==> src/rtl/deserializer_nbit.sv <==
// Serial-to-parallel converter: WIDTH-bit words, first bit in lands in the MSB, runtime bitslip.
// Sync-pattern word alignment (HUNT/VERIFY before data release) compiled in with DESER_ALIGN_EN.
module deserializer_nbit #(
    parameter int               WIDTH        = 5,
    parameter logic [WIDTH-1:0] SYNC_PATTERN = 5'b11100,
    parameter int               LOCK_CNT     = 4
) (
    input  logic             clk,
    input  logic             reset,
    input  logic             serial_i,
    input  logic             enable_i,
    input  logic             bitslip_i,
    output logic [WIDTH-1:0] data_o,
    output logic             valid_o,
    output logic             locked_o,
    output logic             align_err_o
);
    localparam int                BCNT_W    = $clog2(WIDTH);
    localparam logic [BCNT_W-1:0] BCNT_LAST = BCNT_W'(WIDTH - 1);

    generate
        if (WIDTH < 2 || LOCK_CNT < 1 || $bits(SYNC_PATTERN) != WIDTH) begin : g_bad_params
            $error("deserializer_nbit: illegal WIDTH/LOCK_CNT/SYNC_PATTERN");
        end
    endgenerate

`ifdef DESER_ALIGN_EN
    typedef enum logic [1:0] {INIT, HUNT, VERIFY, READ_DATA} state_t;

    localparam int              MC_W    = $clog2(LOCK_CNT + 1);
    localparam logic [MC_W-1:0] MC_LAST = MC_W'(LOCK_CNT - 1);

    logic [MC_W-1:0] mcnt;
`else
    typedef enum logic {INIT, READ_DATA} state_t;
`endif

    state_t            state;
    logic [WIDTH-1:0]  sr;
    logic [BCNT_W-1:0] bcnt;
    logic [WIDTH-1:0]  w;

    assign w = {sr[WIDTH-2:0], serial_i};

    always_ff @(posedge clk or posedge reset) begin
        if (reset) begin
            state    <= INIT;
            sr       <= '0;
            bcnt     <= '0;
            data_o   <= '0;
            valid_o  <= 1'b0;
            locked_o <= 1'b0;
`ifdef DESER_ALIGN_EN
            mcnt        <= '0;
            align_err_o <= 1'b0;
`endif
        end else begin
            valid_o <= 1'b0;
`ifdef DESER_ALIGN_EN
            align_err_o <= 1'b0;
`endif
            case (state)
                // One dead cycle after reset release; the input is not sampled.
                INIT: begin
`ifdef DESER_ALIGN_EN
                    state <= HUNT;
`else
                    state    <= READ_DATA;
                    locked_o <= 1'b1;
`endif
                end

`ifdef DESER_ALIGN_EN
                HUNT: begin
                    if (enable_i) begin
                        sr <= w;
                        if (w == SYNC_PATTERN) begin
                            bcnt <= '0;
                            mcnt <= MC_W'(1);
                            if (LOCK_CNT == 1) begin
                                state    <= READ_DATA;
                                locked_o <= 1'b1;
                            end else begin
                                state <= VERIFY;
                            end
                        end
                    end
                end

                VERIFY: begin
                    if (enable_i) begin
                        sr <= w;
                        if (bcnt == BCNT_LAST) begin
                            bcnt <= '0;
                            if (w == SYNC_PATTERN) begin
                                mcnt <= mcnt + 1'b1;
                                if (mcnt == MC_LAST) begin
                                    state    <= READ_DATA;
                                    locked_o <= 1'b1;
                                end
                            end else begin
                                align_err_o <= 1'b1;
                                mcnt        <= '0;
                                state       <= HUNT;
                            end
                        end else begin
                            bcnt <= bcnt + 1'b1;
                        end
                    end
                end
`endif

                READ_DATA: begin
                    // A bitslip bit is shifted in but not counted, moving the boundary by one.
                    if (enable_i) begin
                        sr <= w;
                        if (!bitslip_i) begin
                            if (bcnt == BCNT_LAST) begin
                                data_o  <= w;
                                valid_o <= 1'b1;
                                bcnt    <= '0;
                            end else begin
                                bcnt <= bcnt + 1'b1;
                            end
                        end
                    end
                end

                default: state <= INIT;
            endcase
        end
    end

`ifndef DESER_ALIGN_EN
    assign align_err_o = 1'b0;
`endif

endmodule

==> config.mk <==
export PLATFORM = sky130hd
export DESIGN_NAME = deserializer_nbit
export DESIGN_NICKNAME = d
export VERILOG_FILES = /design/src/rtl/deserializer_nbit.sv
export SDC_FILE = /design/constraint.sdc
export NUM_CORES = 1
export LEC_CHECK = 0
export BUFFER_PORTS_ARGS = -buffer_cell sky130_fd_sc_hd__buf_2
export CAP_MARGIN = 0
export CORE_MARGIN = 8
export CORE_UTILIZATION = 45
export CTS_CLUSTER_DIAMETER = 40
export DETAILED_ROUTE_END_ITERATION = 8
export PLACE_DENSITY = 0.71
export SLEW_MARGIN = 5
export SYNTH_ARGS = -nofsm -noshare
export SYNTH_HDL_FRONTEND = slang
export SYNTH_SLANG_ARGS = --single-unit
export TNS_END_PERCENT = 10
==> constraint.sdc <==
create_clock -name clk -period 1.52 [get_ports clk]
set_clock_uncertainty 0.15 [all_clocks]
set_input_delay 0.076 -clock clk [delete_from_list [all_inputs] [get_ports clk]]
set_output_delay 0.076 -clock clk [all_outputs]
set_load 0.05 [all_outputs]
==> run metrics, run 1 <==
status finished clean; min-delay worst type input pin to async pin; Post-synth EDFFs 0; ANT cells 0; Core ar. 1330 um^2; worst-skew pair later-pin latency 0.28 ns; post-synthesis cell area about 650 um^2; Leakage 0.000440 uW; distinct cell type count after synthesis 17; deepest clock path buffer count 2; GRT Residual Overflow 0; largest net degree at the start of global routing 16; Seq cells post-synth 15; r2r startpoint bcnt[1]; Root Buffer Master clkbuf_4; initial DRC count 0; crit path capture type flip-flop; drt pass-1 iters 1; I/O pin total 13; fmax 0.674 GHz; DRC Markers 0; Die Wd about 54 um; routed wire length 1.06 mm; Critical Path RT 1.54 ns; Vias 370; Critical Path AT 1.50 ns; CTS tree built; area of the multi-input gates between 200 and 300 um^2; Async S/R FF share, synth 100%; Sequential cell area 375 um^2; Via-to-Cell Ratio 4.57; Post-synth top cells 15 x dfrtp_1, 5 x mux2_4, 4 x mux2_2; Fill cells 112; Seq/Total Area, Yosys 57.5%; max-slew violations 0; H-tree level count 1; Layout Area Growth over Synthesis 23.9%; Initial Utilization roughly 50%; syn_area_per_cell 14.2 um^2; antenna violations before repair 0; reg2reg path depth 5; die area 2930 um^2; fin nets 74; final hold slack 0.226 ns; first-pass GRT wire length 1.71 mm; Max FO, Critical Path 6; Final Core Density ~61%; post-layout min period 1.48 ns; vias in the first global route 368; Synth top area share 57.5%; Yosys top cell by area dfrtp_1; CTS clock-pin slew for the worst setup and hold paths 0.09 ns; FP Rows 13; fin crit share 97.6%; Hold Vio Cnt, Final 0; Least-Margin Pin Slew 0.546 ns; Syn Inst Count 46; flop-to-flop setup slack 0.04 ns; PwrDens around 1800 nW/um^2; GR Util All Layers 8.23%; WS Path Type flip-flop to flip-flop; most numerous cell in the Yosys netlist dfrtp_1; Num CTS Buffers 3; Startpoint Class flip-flop; Max IR drop VDD 0.000845 V; layout cells sized above 1 47.0%; Setup crit start bcnt[1]; ys flop type dfrtp_1; slew margin rel. 63.5%; syn nets 53; PortBufs 11; Final setup viols 0; gpl congestion between 0.7 and 0.8; max-cap viol count 0; WL per Instance 13.1 um; FF-to-FF End data_o[2]; yosys warns 0; top area cells in the synthesized netlist dfrtp_1 57%, mux2_4 11%, mux2_2 6.9%; Die Y 54.1 um; DRT antenna net count 0; Clock Sinks 15; Critical path destination data_o[2]
-- power breakdown --
group / internal, uW / total [uW] / switching [uW]
clock: 97.5 / 221 / 123
combinational: 249 / 639 / 390
sequential: 527 / 610 / 82.3
-- how the worst min path moves through the flow --
stage	to	slack (ns)	depth (start not counted)
detailed placement	locked_o	-0.002	2
floorplan	bcnt[0]	-0.17	1
finish	valid_o	0.23	3
global route	data_o[4]	0.29	3
CTS	data_o[4]	0.24	3
global placement	locked_o	0.004	2
-- routing by layer --
metal / up-vias / track usage, % / wire (um)
li1: 191 / - / -
met1: 166 / 11.3 / 533
met2: 11 / 10.0 / 433
met3: 2 / 3.86 / 89
met4: 0 / 4.92 / 6
met5: - / 0 / 0
-- placed cells by master (no fill, tap or decap), types with 2 or more instances in the layout --
cell type	count
clkbuf_4	3
inv_1	3
mux2_2	4
buf_4	2
buf_2	11
o21ai_0	3
conb_1	2
dfrtp_1	15
nand2_1	3
mux2_4	5
dlygate4sd3_1	4
-- cells by family (layout without fill, tap and decap cells) --
kind of cell,count (synthesis),in the layout,share of synthesized area [%]
multiplexers,9,9,18.4
buffers and inverters,4,24,2.87
flip-flops,15,15,57.5
adder cells (fa/ha/maj),2,2,3.83
AO/OA/AOI/OAI,4,4,3.64
other,2,2,1.15
AND/OR/NAND/NOR,10,10,12.6
-- final cells by class --
type | instances | area share (%)
Sequential cell | 15 | 46.4
Multi-Input combinational cell | 27 | 32.9
Timing Repair Buffer | 17 | 13.6
Clock buffer | 3 | 2.78
Tap cell | 15 | 2.32
Inverter | 3 | 1.39
Clock inverter | 1 | 0.618
-- state kept, by name, summed over array words and instances, names as in the netlist --
| register | flops |
|---|---|
| data_o | 5 |
| sr | 4 |
| bcnt | 3 |
| valid_o | 1 |
| state | 1 |
| locked_o | 1 |
-- critical path, stage by stage (launching register included) --
cell     delay (ns)
dfrtp_1        0.40
inv_1          0.07
ha_2           0.20
nand2_4        0.08
nor2_8         0.16
mux2_4         0.32
-- metrics by stage --
step           std cells  TNS [ns]  cell area, um^2  total power [uW]  setup slack (ns)
2_1_floorplan         46         0              653              1080            0.0654
3_3_place_gp          72         0              727              1210            0.0435
3_5_place_dp          72         0              727              1220            0.0254
4_1_cts               80         0              795              1460            0.0141
5_1_grt               81   -0.0691              810              1560           -0.0204
6_report              81         0              810              1470            0.0370
-- repair_timing --
| action | in CTS | in global routing |
|---|---|---|
| setup buffers | 0 | 1 |
| endpoints found under the hold margin | 18 | 0 |
| resized for setup | 0 | 2 |
| endpoints found under the setup margin | 0 | 5 |
| hold buffers | 4 | 0 |
No activity file was read; power rests on OpenSTA's default activity.
==> run 2, diff against run 1 <==
--- a/config.mk
+++ b/config.mk
@@ -8,10 +8,10 @@
 export BUFFER_PORTS_ARGS = -buffer_cell sky130_fd_sc_hd__buf_2
 export CAP_MARGIN = 0
 export CORE_MARGIN = 8
-export CORE_UTILIZATION = 45
+export CORE_UTILIZATION = 50
 export CTS_CLUSTER_DIAMETER = 40
 export DETAILED_ROUTE_END_ITERATION = 8
-export PLACE_DENSITY = 0.71
+export PLACE_DENSITY = 0.75
 export SLEW_MARGIN = 5
 export SYNTH_ARGS = -nofsm -noshare
 export SYNTH_HDL_FRONTEND = slang
==> constraint.sdc (replaced) <==
create_clock -name clk -period 1.6 [get_ports clk]
set_clock_uncertainty 0.15 [all_clocks]
set_input_delay 0.08 -clock clk [delete_from_list [all_inputs] [get_ports clk]]
set_output_delay 0.08 -clock clk [all_outputs]
set_load 0.05 [all_outputs]
==> run 2 against run 1 <==
  * Cell count decreased by 2.5%
  * Sequential power is 5.1% lower
  * Fmax decreased by 1.3%
  * First-iteration DRC count up 6
  * Flip-flop and latch count unchanged
  * Sequential share of layout area up 1.7 points
  * Register-to-register slack gained 0.06 ns
  * Non-clock buffer count decreased by 2
  * Critical path type unchanged
  * Largest cell class unchanged
  * Highest routed layer unchanged
==> run metrics, run 2 (synthesis results as in run 1) <==
routed wire length 1.03 mm (-3.4%); vias in the first global route 402 (+9.2%); Max Used Layer met4; Via-to-Cell Ratio 4.78 (+4.7%); FP Rows 13 (unchanged); number of flip-flops in the largest register 5 (unchanged); CTS clock-pin slew for the worst setup and hold paths 0.09 ns (about the same); DP Wirelength ~720 um; Clock Sinks 15 (unchanged); worst-skew pair later-pin latency 0.27 ns (about the same); Largest Register data_o; biggest registers after layout data_o: 5 flops, sr: 4 flops, bcnt: 3 flops; final setup TNS 0 ns (unchanged); routed wl met2 462 um (+6.7%); RSZ-0062 raised after global routing false; Max FO, Critical Path 6 (unchanged); Leakage 0.000422 uW (-4.1%); routed metal-1 wirelength 494 um (-7.3%); fin nets 72 (-2.7%); Die Y 52.1 um (-3.6%); Critical Path AT 1.52 ns (+0.02 ns); fmax 0.665 GHz (-1.3%); Post-CTS Resized 0 (unchanged); met3 wire length 61 um (-31%); PwrDens 1750 nW/um^2 (-3.4%); PortBufs 11 (unchanged); Startpoint Class flip-flop; initial DRC count 6 (+6); Max IR drop VDD 0.000941 V (+11%); Die Wd 52.1 um (-3.6%); CTS tree built; GR Util All Layers 8.59% (+0.36 points); GRT Residual Overflow 0 (unchanged); die area 2720 um^2 (-7.1%); DRC Markers 0 (unchanged); DRT antenna net count 0 (unchanged); largest net degree at the start of global routing 16 (unchanged); ANT cells 0 (unchanged); layout cells sized above 1 45.3% (-1.7 points); status finished clean; Root Buffer Master clkbuf_4; Layout Area Growth over Synthesis 19.5%; first-pass GRT wire length 1.71 mm (unchanged); Least-Margin Pin Slew 0.541 ns (-0.00515 ns); DP Area 719 um^2 (-1.0%); Final setup viols 0 (unchanged); most frequent cells in the layout 15 x dfrtp_1, 11 x buf_2, 5 x mux2_4; Vias 378 (+2.2%); max-cap viol count 0 (unchanged); slew margin rel. 63.9% (+0.34 points); Core ar. 1250 um^2 (-6.1%); WL per Instance 13.0 um (-0.94%); Num CTS Buffers 3 (unchanged); WS Path Type flip-flop to flip-flop; post-layout min period 1.50 ns (+0.0200 ns); flop-to-flop setup slack 0.1 ns (+0.06 ns); I/O pin total 13 (unchanged); gpl congestion 0.811 (+5.3%); min-delay worst type input pin to flip-flop; Hold Vio Cnt, Final 0 (unchanged); fin crit share 93.9% (-3.6 points); Critical Path RT 1.61 ns (+0.07 ns); Final Instance Area 781 um^2 (-3.6%); crit path capture type flip-flop; max-slew violations 0 (unchanged); final hold slack 0.0178 ns (-0.208 ns); Initial Utilization 52.1% (+3.2 points); H-tree level count 1 (unchanged); deepest clock path buffer count 2 (unchanged); antenna violations before repair 0 (unchanged); commonest non-fill, non-tap cell in the layout dfrtp_1; drt pass-1 iters 4 (+3)
## run 2: cell count changes in the layout (fill, tap and decap cells not counted), sizes merged
cell and change:
clkinv -1, clkbuf +1, dlygate4sd3 -2
## run 2: critical path: stages, from the launching register on
cell and delay [ns]:
dfrtp_1 0.41, inv_1 0.07, ha_1 0.17, nand2_2 0.11, nor2_8 0.17, mux2_4 0.31
## run 2: layer usage
layer | up-vias | global-route usage, %
met5 | - | 0
met4 | 0 | 5.17
met3 | 2 | 3.99
met2 | 11 | 11.8
met1 | 181 | 10.6
li1 | 184 | -
## run 2: worst paths after layout
kind,startpoint,to,cells after the start
worst max-delay path,bcnt[0],data_o[2],5
worst min-delay path,bitslip_i,valid_o,3
worst max register to register,bcnt[0],data_o[2],5
worst min register to register,locked_o,locked_o,1
max in group asynchronous,reset,sr[3],3
min in group asynchronous,reset,valid_o,3
## run 2: power by group
group          leakage [uW]  switching [uW]  internal (uW)
combinational      0.000220             359            223
sequential         0.000188            78.1            501
clock             0.0000150             112           96.5
## run 2: cell type report
type                            count  area (um^2)
Sequential cell                    15          375
Fill cell                         102          472
Timing Repair Buffer               15         90.1
Inverter                            3         11.3
Tap cell                           15         18.8
Multi-Input combinational cell     27          259
Clock buffer                        4         26.3
## run 2: stage by stage
step	power [uW]	utilization, %	instances	setup WS (ns)
final	1370	62.3	79	0.0970
after global routing	1450	62.3	79	0.00718
after CTS	1350	61.1	77	0.0550
after detailed placement	1140	57.4	71	0.0765
after global placement	1130	57.4	71	0.0946
after floorplan	1020	-	46	0.145
## run 2: repair_timing
action,in CTS,in global routing
endpoints found under the hold margin,17,0
endpoints found under the setup margin,0,5
setup buffers,0,2
hold buffers,2,0
